**src/rtl/uart_pkg.sv**
```systemverilog
// Shared constants and timing helpers for the 64-bit serial link.
// Both ends derive bit and timeout counts from the same functions.
package uart_pkg;

   localparam logic [7:0] HEADER = 8'hA5;

   localparam logic [1:0] ST_IDLE    = 2'd0;
   localparam logic [1:0] ST_PAYLOAD = 2'd1;
   localparam logic [1:0] ST_CHECK   = 2'd2;

   function automatic int bps_cnt(input int clk_freq, input int bps);
      return clk_freq / bps;
   endfunction

   function automatic int tmo_width(input int bits, input int bcnt);
      return $clog2(bits * bcnt + 1);
   endfunction

endpackage

```
**src/rtl/uart_byte_rx.sv**
```systemverilog
// 8N1 byte receiver: input synchroniser, start-glitch reject,
// mid-bit sampling and stop-bit check.
module uart_byte_rx #(
   parameter int BPS_CNT = 434
) (
   input  logic       clk,
   input  logic       rst_n,
   input  logic       uart_rxd,
   output logic [7:0] byte_data,
   output logic       byte_valid,
   output logic       stop_err
);

   localparam int CW = $clog2(BPS_CNT);
   localparam logic [CW-1:0] LAST = CW'(BPS_CNT - 1);
   localparam logic [CW-1:0] MID  = CW'(BPS_CNT / 2);

   logic          s1, s2, s3;
   logic          busy;
   logic [3:0]    bit_idx;
   logic [CW-1:0] cnt;
   logic          fall;

   assign fall = s3 & ~s2;

   always_ff @(posedge clk or negedge rst_n) begin
      if (!rst_n) begin
         s1         <= 1'b1;
         s2         <= 1'b1;
         s3         <= 1'b1;
         busy       <= 1'b0;
         bit_idx    <= '0;
         cnt        <= '0;
         byte_data  <= '0;
         byte_valid <= 1'b0;
         stop_err   <= 1'b0;
      end else begin
         s1         <= uart_rxd;
         s2         <= s1;
         s3         <= s2;
         byte_valid <= 1'b0;
         stop_err   <= 1'b0;
         if (!busy) begin
            if (fall) begin
               busy    <= 1'b1;
               cnt     <= '0;
               bit_idx <= '0;
            end
         end else begin
            if (cnt == LAST) begin
               cnt     <= '0;
               bit_idx <= bit_idx + 4'd1;
            end else begin
               cnt <= cnt + CW'(1);
            end
            // Idle again at mid-stop so a start edge half a bit later is seen
            if (cnt == MID) begin
               unique case (1'b1)
                  bit_idx == 4'd0: begin
                     if (s2) busy <= 1'b0;
                  end
                  bit_idx == 4'd9: begin
                     busy       <= 1'b0;
                     byte_valid <= 1'b1;
                     stop_err   <= ~s2;
                  end
                  default: byte_data <= {s2, byte_data[7:1]};
               endcase
            end
         end
      end
   end

endmodule

```
**src/rtl/uart_frame_rx.sv**
```systemverilog
// Frame receiver: header hunt, 8-byte payload, XOR checksum and
// inter-byte timeout; data_64 only ever takes a fully checked payload.
module uart_frame_rx
   import uart_pkg::*;
#(
   parameter int CLK_FREQ     = 50_000_000,
   parameter int UART_BPS     = 115200,
   parameter int TIMEOUT_BITS = 20
) (
   input  logic        clk,
   input  logic        rst_n,
   input  logic        uart_rxd,
   output logic [63:0] data_64,
   output logic        data_out_done,
   output logic        frame_err
);

   localparam int BPS = bps_cnt(CLK_FREQ, UART_BPS);
   localparam int TMO = TIMEOUT_BITS * BPS;
   localparam int TW  = tmo_width(TIMEOUT_BITS, BPS);

   logic [7:0]    byte_data;
   logic          byte_valid;
   logic          stop_err;
   logic [1:0]    state;
   logic [2:0]    idx;
   logic [63:0]   shadow;
   logic [7:0]    xsum;
   logic [TW-1:0] tmo_cnt;
   logic          in_frame, timeout;
   logic          ev_hdr, ev_abort, ev_data, ev_check;

   uart_byte_rx #(.BPS_CNT(BPS)) u_byte (
      .clk        (clk),
      .rst_n      (rst_n),
      .uart_rxd   (uart_rxd),
      .byte_data  (byte_data),
      .byte_valid (byte_valid),
      .stop_err   (stop_err)
   );

   assign in_frame = (state != ST_IDLE);
   assign timeout  = in_frame && !byte_valid && (tmo_cnt == TW'(TMO - 1));
   assign ev_hdr   = byte_valid && !in_frame;
   assign ev_abort = in_frame && (timeout || (byte_valid && stop_err));
   assign ev_data  = byte_valid && !stop_err && (state == ST_PAYLOAD);
   assign ev_check = byte_valid && !stop_err && (state == ST_CHECK);

   always_ff @(posedge clk or negedge rst_n) begin
      if (!rst_n) begin
         state         <= ST_IDLE;
         idx           <= '0;
         shadow        <= '0;
         xsum          <= '0;
         tmo_cnt       <= '0;
         data_64       <= '0;
         data_out_done <= 1'b0;
         frame_err     <= 1'b0;
      end else begin
         data_out_done <= 1'b0;
         frame_err     <= 1'b0;
         // Reload to 1 so the pulse lands TMO clocks after byte_valid
         if (byte_valid) tmo_cnt <= TW'(1);
         else if (in_frame) tmo_cnt <= tmo_cnt + TW'(1);
         unique case (1'b1)
            ev_hdr: begin
               if (!stop_err && byte_data == HEADER) begin
                  state <= ST_PAYLOAD;
                  idx   <= '0;
                  xsum  <= '0;
               end
            end
            ev_abort: begin
               frame_err <= 1'b1;
               state     <= ST_IDLE;
            end
            ev_data: begin
               shadow[{idx, 3'b000} +: 8] <= byte_data;
               xsum <= xsum ^ byte_data;
               idx  <= idx + 3'd1;
               if (idx == 3'd7) state <= ST_CHECK;
            end
            ev_check: begin
               if (byte_data == xsum) begin
                  data_64       <= shadow;
                  data_out_done <= 1'b1;
               end else begin
                  frame_err <= 1'b1;
               end
               state <= ST_IDLE;
            end
            default: ;
         endcase
      end
   end

endmodule
```
**config.mk**
```make
export PLATFORM = sky130hd
export DESIGN_NAME = uart_frame_rx
export DESIGN_NICKNAME = d
export VERILOG_FILES = /design/src/rtl/uart_pkg.sv /design/src/rtl/uart_byte_rx.sv /design/src/rtl/uart_frame_rx.sv
export SDC_FILE = /design/constraint.sdc
export NUM_CORES = 1
export LEC_CHECK = 0
export BUFFER_PORTS_ARGS = -buffer_cell sky130_fd_sc_hd__buf_2
export CORE_MARGIN = 3
export CORE_UTILIZATION = 42
export DETAILED_ROUTE_END_ITERATION = 7
export PLACE_DENSITY = 0.64
export SYNTH_ARGS = -nofsm -noshare
export SYNTH_HDL_FRONTEND = slang
export SYNTH_SLANG_ARGS = --single-unit
```
**constraint.sdc**
```tcl
create_clock -name clk -period 2.83 [get_ports clk]
set_input_delay 0.1415 -clock clk [delete_from_list [all_inputs] [get_ports clk]]
set_output_delay 0.1415 -clock clk [all_outputs]
set_load 0.01 [all_outputs]
```
# After elaboration in Yosys (flattened, before gate mapping)
# Index checks and enable logic that the tools add are counted.
# word_totals
in_bits	3
ff_bits	184
elab_cells	97
out_inout_bits	66
# classes
n_mux	31
n_eq_ne	12
n_addsub	5
bitwise_logic	4
n_reduce_logical	26
shifts	2
# ops
operator	count
$bwmux W64	1
$shift A8 B8 Y64 const A	1
$shiftx A8 B8 Y64	1
$mux W14	2
$mux W9	3
$pmux W8 S2	1
$add A14 B1 Y14 const B	1
$eq A14 B14 Y1 const B	1
$mux W1	13
$mux W4	3
$add A9 B1 Y9 const B	1
$eq A9 B8 Y1 const B	1
$eq A9 B9 Y1 const B	1
$logic_and A1 B1 Y1	9
$eq A8 B8 Y1	1
$eq A8 B8 Y1 const B	1
$mux W8	1
$neg A6 Y8	1
$reduce_bool A2 Y1	4
$xor A8 B8 Y8	1
$pmux W2 S3	1
$pmux W3 S2	1
$reduce_and A2 Y1	3
$reduce_and A3 Y1	2
other kinds (18)	25

# Logic depth before layout (Yosys ltp)
# logic_depth
depth_word	8
depth_mapped	10
depth_no_buf	7

# Cells and area by module
# A second synthesis with hierarchy kept.
# unflattened
hier_cells	584
area_unflattened_um2	8166.6
# by_module_without_submodules
mod	area_each_um2	seq_area_each_um2	instances	cells_each
uart_frame_rx	6836.6	3928.8	1	470
uart_byte_rx	1330.0	679.4	1	114

# Worst setup path after synthesis
# No wires, ideal clock.
# synth_path
kind	register -> register
from	register idx[0]
to	register shadow[0]
synth_period_minus_slack_ns	2.361
setup_slack_ns	0.469
arrival_time_ns	2.236
path_stages_with_launch	9
required_time_ns	2.705
path_buffers	2
setup_ns	0.125
path_cell_list	dfrtp_1 clkbuf_2 inv_1 ha_1 ha_1 clkbuf_1 nor4b_1 nand3_1 mux2_2
# synth_between
elab_chain_cells	3
word_cells_on_any_way	4
classes_between	add/sub (1); shift (2); mux (1)
# synth_lines
element	line	rtl
start, declared	uart_frame_rx.sv:26	logic [2:0] idx;
start signal, assigned	uart_frame_rx.sv:80	idx <= idx + 3'd1;
$neg A6 Y8 (*)	uart_frame_rx.sv:78	shadow[{idx, 3'b000} +: 8] <= byte_data;
$shiftx A8 B8 Y64 or $shift A8 B8 Y64 (tied branches)	uart_frame_rx.sv:78	
$bwmux W64 (*)	uart_frame_rx.sv:78	
end signal, assigned by index	uart_frame_rx.sv:78	
end, declared	uart_frame_rx.sv:27	logic [63:0] shadow;
# Every way passes the cells marked *; elsewhere a longest branch is shown, timed or not.
# A chain may end at the register's enable or synchronous reset.

# Worst setup path after layout
# layout_path
from	register idx[1]
to	register shadow[5]
# The elaborated chain is that of the path after synthesis.

==> run metrics <==
status finished clean; Worst IR Drop VDD approximately 0.42 mV; Rel. slew slack a little under half; Setup WS post-layout about 440 ps; die span in y between 100 and 150 um; vias per inst between 5 and 6; n_diodes 0; Max Clock Freq roughly 0.42 GHz; critical path type flip-flop to flip-flop; Buffers on Ports 68; Final GP Congestion 0.804; Post-CTS Repair Setup Buffers 0; layout net count just under 800; Worst Hold Class input port to async pin; share of cells above drive strength 1 29.3%; Reg clk slew, reported paths about 70 ps; clock skew between 10 and 15 ps; CP max FO 12; cell area after synthesis between 8000 and 9000 um^2; DR vias 5272; Clock power frac a little under half; CP startpoint kind flip-flop; Flop pwr share ~50%; post-synth cell types 55; initial antenna violation count 0; Final HPWL DP around 11000 um; Final ANT Viol Nets 0; Post-route DRC 0; register area share after synthesis 56.3%; CP required 3130 ps; Overflow after GRT 0; TritonCTS Buffers 17; area of the multi-input gates approximately 3200 um^2; Synth warnings 0; Synth Register Bits 184; Num Clock Sinks 184; register area roughly 4600 um^2; Area Growth Syn to Fin 16.4%; CTS tree done; Max clock buf depth 2; sw power 1180 uW; fillcell total ~1700; Final Routed Wirelength roughly 17000 um; ys flop type dfrtp_1; Tmin final about 2400 ps; DR iter-0 viols about 390; Data arrival, critical path around 2700 ps; Synth Instances about 680; Crit. End Element flip-flop; Static Leakage between 0.004 and 0.005 uW; Worst Tran Pin Value 819 ps; chip width approximately 150 um; GR Util All Layers between 15 and 20%; clock latency on the worst-skew pair 420 ps; most frequent cells in the layout dfrtp_1, buf_2, o21ai_0; syn_area_per_cell about 12 um^2; largest net degree at the start of global routing 85; post-cts hold buffer count 2; FF-to-FF path depth 7; Root Driver clkbuf_16; post-cts sizing count 0; core area 18900 um^2; iteration count of the initial detailed-routing pass 5; final hold violations 0; number of enable flip-flop cells after synthesis 0; Core Rows 50; Pwr per Cell Area roughly 580 nW/um^2; Switching Share a little over a fifth; # setup viols final 0; first-pass GRT wire length ~28000 um; max-slew violation count 0; commonest non-fill, non-tap cell in the layout dfrtp_1; initial core utilization a little over two fifths; RSZ-0062 raised after global routing no; combinational power share under 10%; Place WS roughly 460 ps; max cap viols 0; vias in the first global route around 5400; DR WL/cell between 15 and 20 um; Pint roughly 4300 uW; Async SR Flop Fraction between 90% and 100%; Sum Neg Setup Slack 0 ps; syn nets 698; H-tree depth 4; Die Area 21200 um^2; Final period util 84.3%; I/O pin cnt 69
worst max-delay path, stage by stage (launching register included):
cell and delay, ps:
dfrtp_1 490, inv_1 100, ha_1 190, ha_1 290
buf_4 190, nor4b_1 240, nand3_1 360, mux2_2 400
synthesized netlist by cell type (2+ instances only):
| library cell | count | share of area [%] |
|---|---|---|
| a41o_1 | 2 | 0.24 |
| nor4b_2 | 2 | 0.37 |
| dfstp_2 | 3 | 0.96 |
| nor4bb_1 | 2 | 0.24 |
| nand2_1 | 55 | 2.5 |
| o21ai_0 | 64 | 3.9 |
| o31ai_1 | 12 | 1.1 |
| buf_2 | 8 | 0.49 |
| ha_1 | 13 | 2.0 |
| nor2b_1 | 4 | 0.31 |
| a21boi_0 | 2 | 0.18 |
| buf_6 | 5 | 0.69 |
| xor2_1 | 16 | 1.7 |
| nor4b_1 | 3 | 0.32 |
| and2_1 | 4 | 0.31 |
| inv_1 | 42 | 1.9 |
| mux2_2 | 42 | 5.8 |
| a22o_1 | 2 | 0.21 |
| nor4_1 | 4 | 0.31 |
| xnor2_1 | 5 | 0.54 |
| nand4_1 | 6 | 0.46 |
| dfrtp_1 | 181 | 55 |
| nand3_1 | 39 | 2.4 |
| mux2i_1 | 4 | 0.49 |
| and3_1 | 4 | 0.31 |
| a21oi_1 | 14 | 0.86 |
| nand2b_1 | 8 | 0.61 |
| clkbuf_1 | 20 | 0.92 |
| mux2_4 | 49 | 9.0 |
| and4b_1 | 3 | 0.37 |
| nand4b_1 | 4 | 0.43 |
| nor2_1 | 30 | 1.4 |
| nor3_1 | 6 | 0.37 |
| or3_1 | 2 | 0.15 |
| o2111ai_1 | 2 | 0.21 |
final timing paths:
| kind | startpoint | end | slack, ps |
|---|---|---|---|
| max in group asynchronous | rst_n | shadow[4]$_DFFE_PN0P_ | 1690 |
| min in group clk | u_byte.s1$_DFF_PN1_ | u_byte.s2$_DFF_PN1_ | 360 |
| hold reg to reg | u_byte.s1$_DFF_PN1_ | u_byte.s2$_DFF_PN1_ | 360 |
| setup / recovery | idx[1]$_DFFE_PN0P_ | shadow[5]$_DFFE_PN0P_ | 440 |
| setup reg to reg | idx[1]$_DFFE_PN0P_ | shadow[5]$_DFFE_PN0P_ | 440 |
| hold / removal | rst_n | data_64[15]$_DFFE_PN0P_ | 340 |
sequential cells by signal, summed over array words and instances, names as in the netlist, 2 cells and up:
signal            cells
tmo_cnt              14
data_64              64
u_byte.byte_data      8
xsum                  8
idx                   3
state                 2
u_byte.cnt            9
shadow               64
u_byte.bit_idx        4
kinds of logic (layout without fill, tap and decap cells):
kind of cell,after synthesis,after routing,share of synthesized area (%)
AND/OR/NAND/NOR,188,188,12.6
flip-flops,184,184,56.3
AO/OA/AOI/OAI,103,103,7.28
multiplexers,95,95,15.3
buffers and inverters,78,168,4.22
XOR/XNOR,21,21,2.25
adder cells (fa/ha/maj),13,13,1.99
routing by layer:
metal | routed length [um] | global-route usage [%] | vias up
li1 | - | - | 2522
met4 | 105 | 4.13 | 0
met1 | 7980 | 22.4 | 2644
met2 | 7950 | 26.3 | 98
met3 | 624 | 3.49 | 8
met5 | 0 | 0 | -
metrics by stage:
| step | hold WS (ps) | instance area, um^2 | utilization, % | std cells | total power, uW |
|---|---|---|---|---|---|
| CTS | 340 | 9520 | 50.4 | 1032 | 5540 |
| global placement | 252 | 8870 | 46.9 | 998 | 3020 |
| finish | 343 | 9520 | 50.4 | 1032 | 5480 |
| detailed placement | 252 | 8870 | 46.9 | 998 | 3030 |
| floorplan | -154 | 8180 | - | 682 | 2930 |
| global route | 365 | 9520 | 50.4 | 1032 | 5680 |
layout make-up:
class,count,area share (%)
Clock buffer,21,4.84
Clock inverter,11,1.80
Inverter,42,1.66
Multi-Input combinational cell,420,34.0
Sequential cell,184,48.4
Tap cell,260,3.42
Timing Repair Buffer,94,5.88
power by group through the flow:
stage	Clock [uW]	Combinational, uW	Sequential (uW)
finish	2500	215	2770
floorplan	0	161	2770
detailed placement	0	219	2820
global route	2660	245	2780
global placement	0	208	2810
CTS	2550	221	2770
No activity file was read; power rests on OpenSTA's default activity.
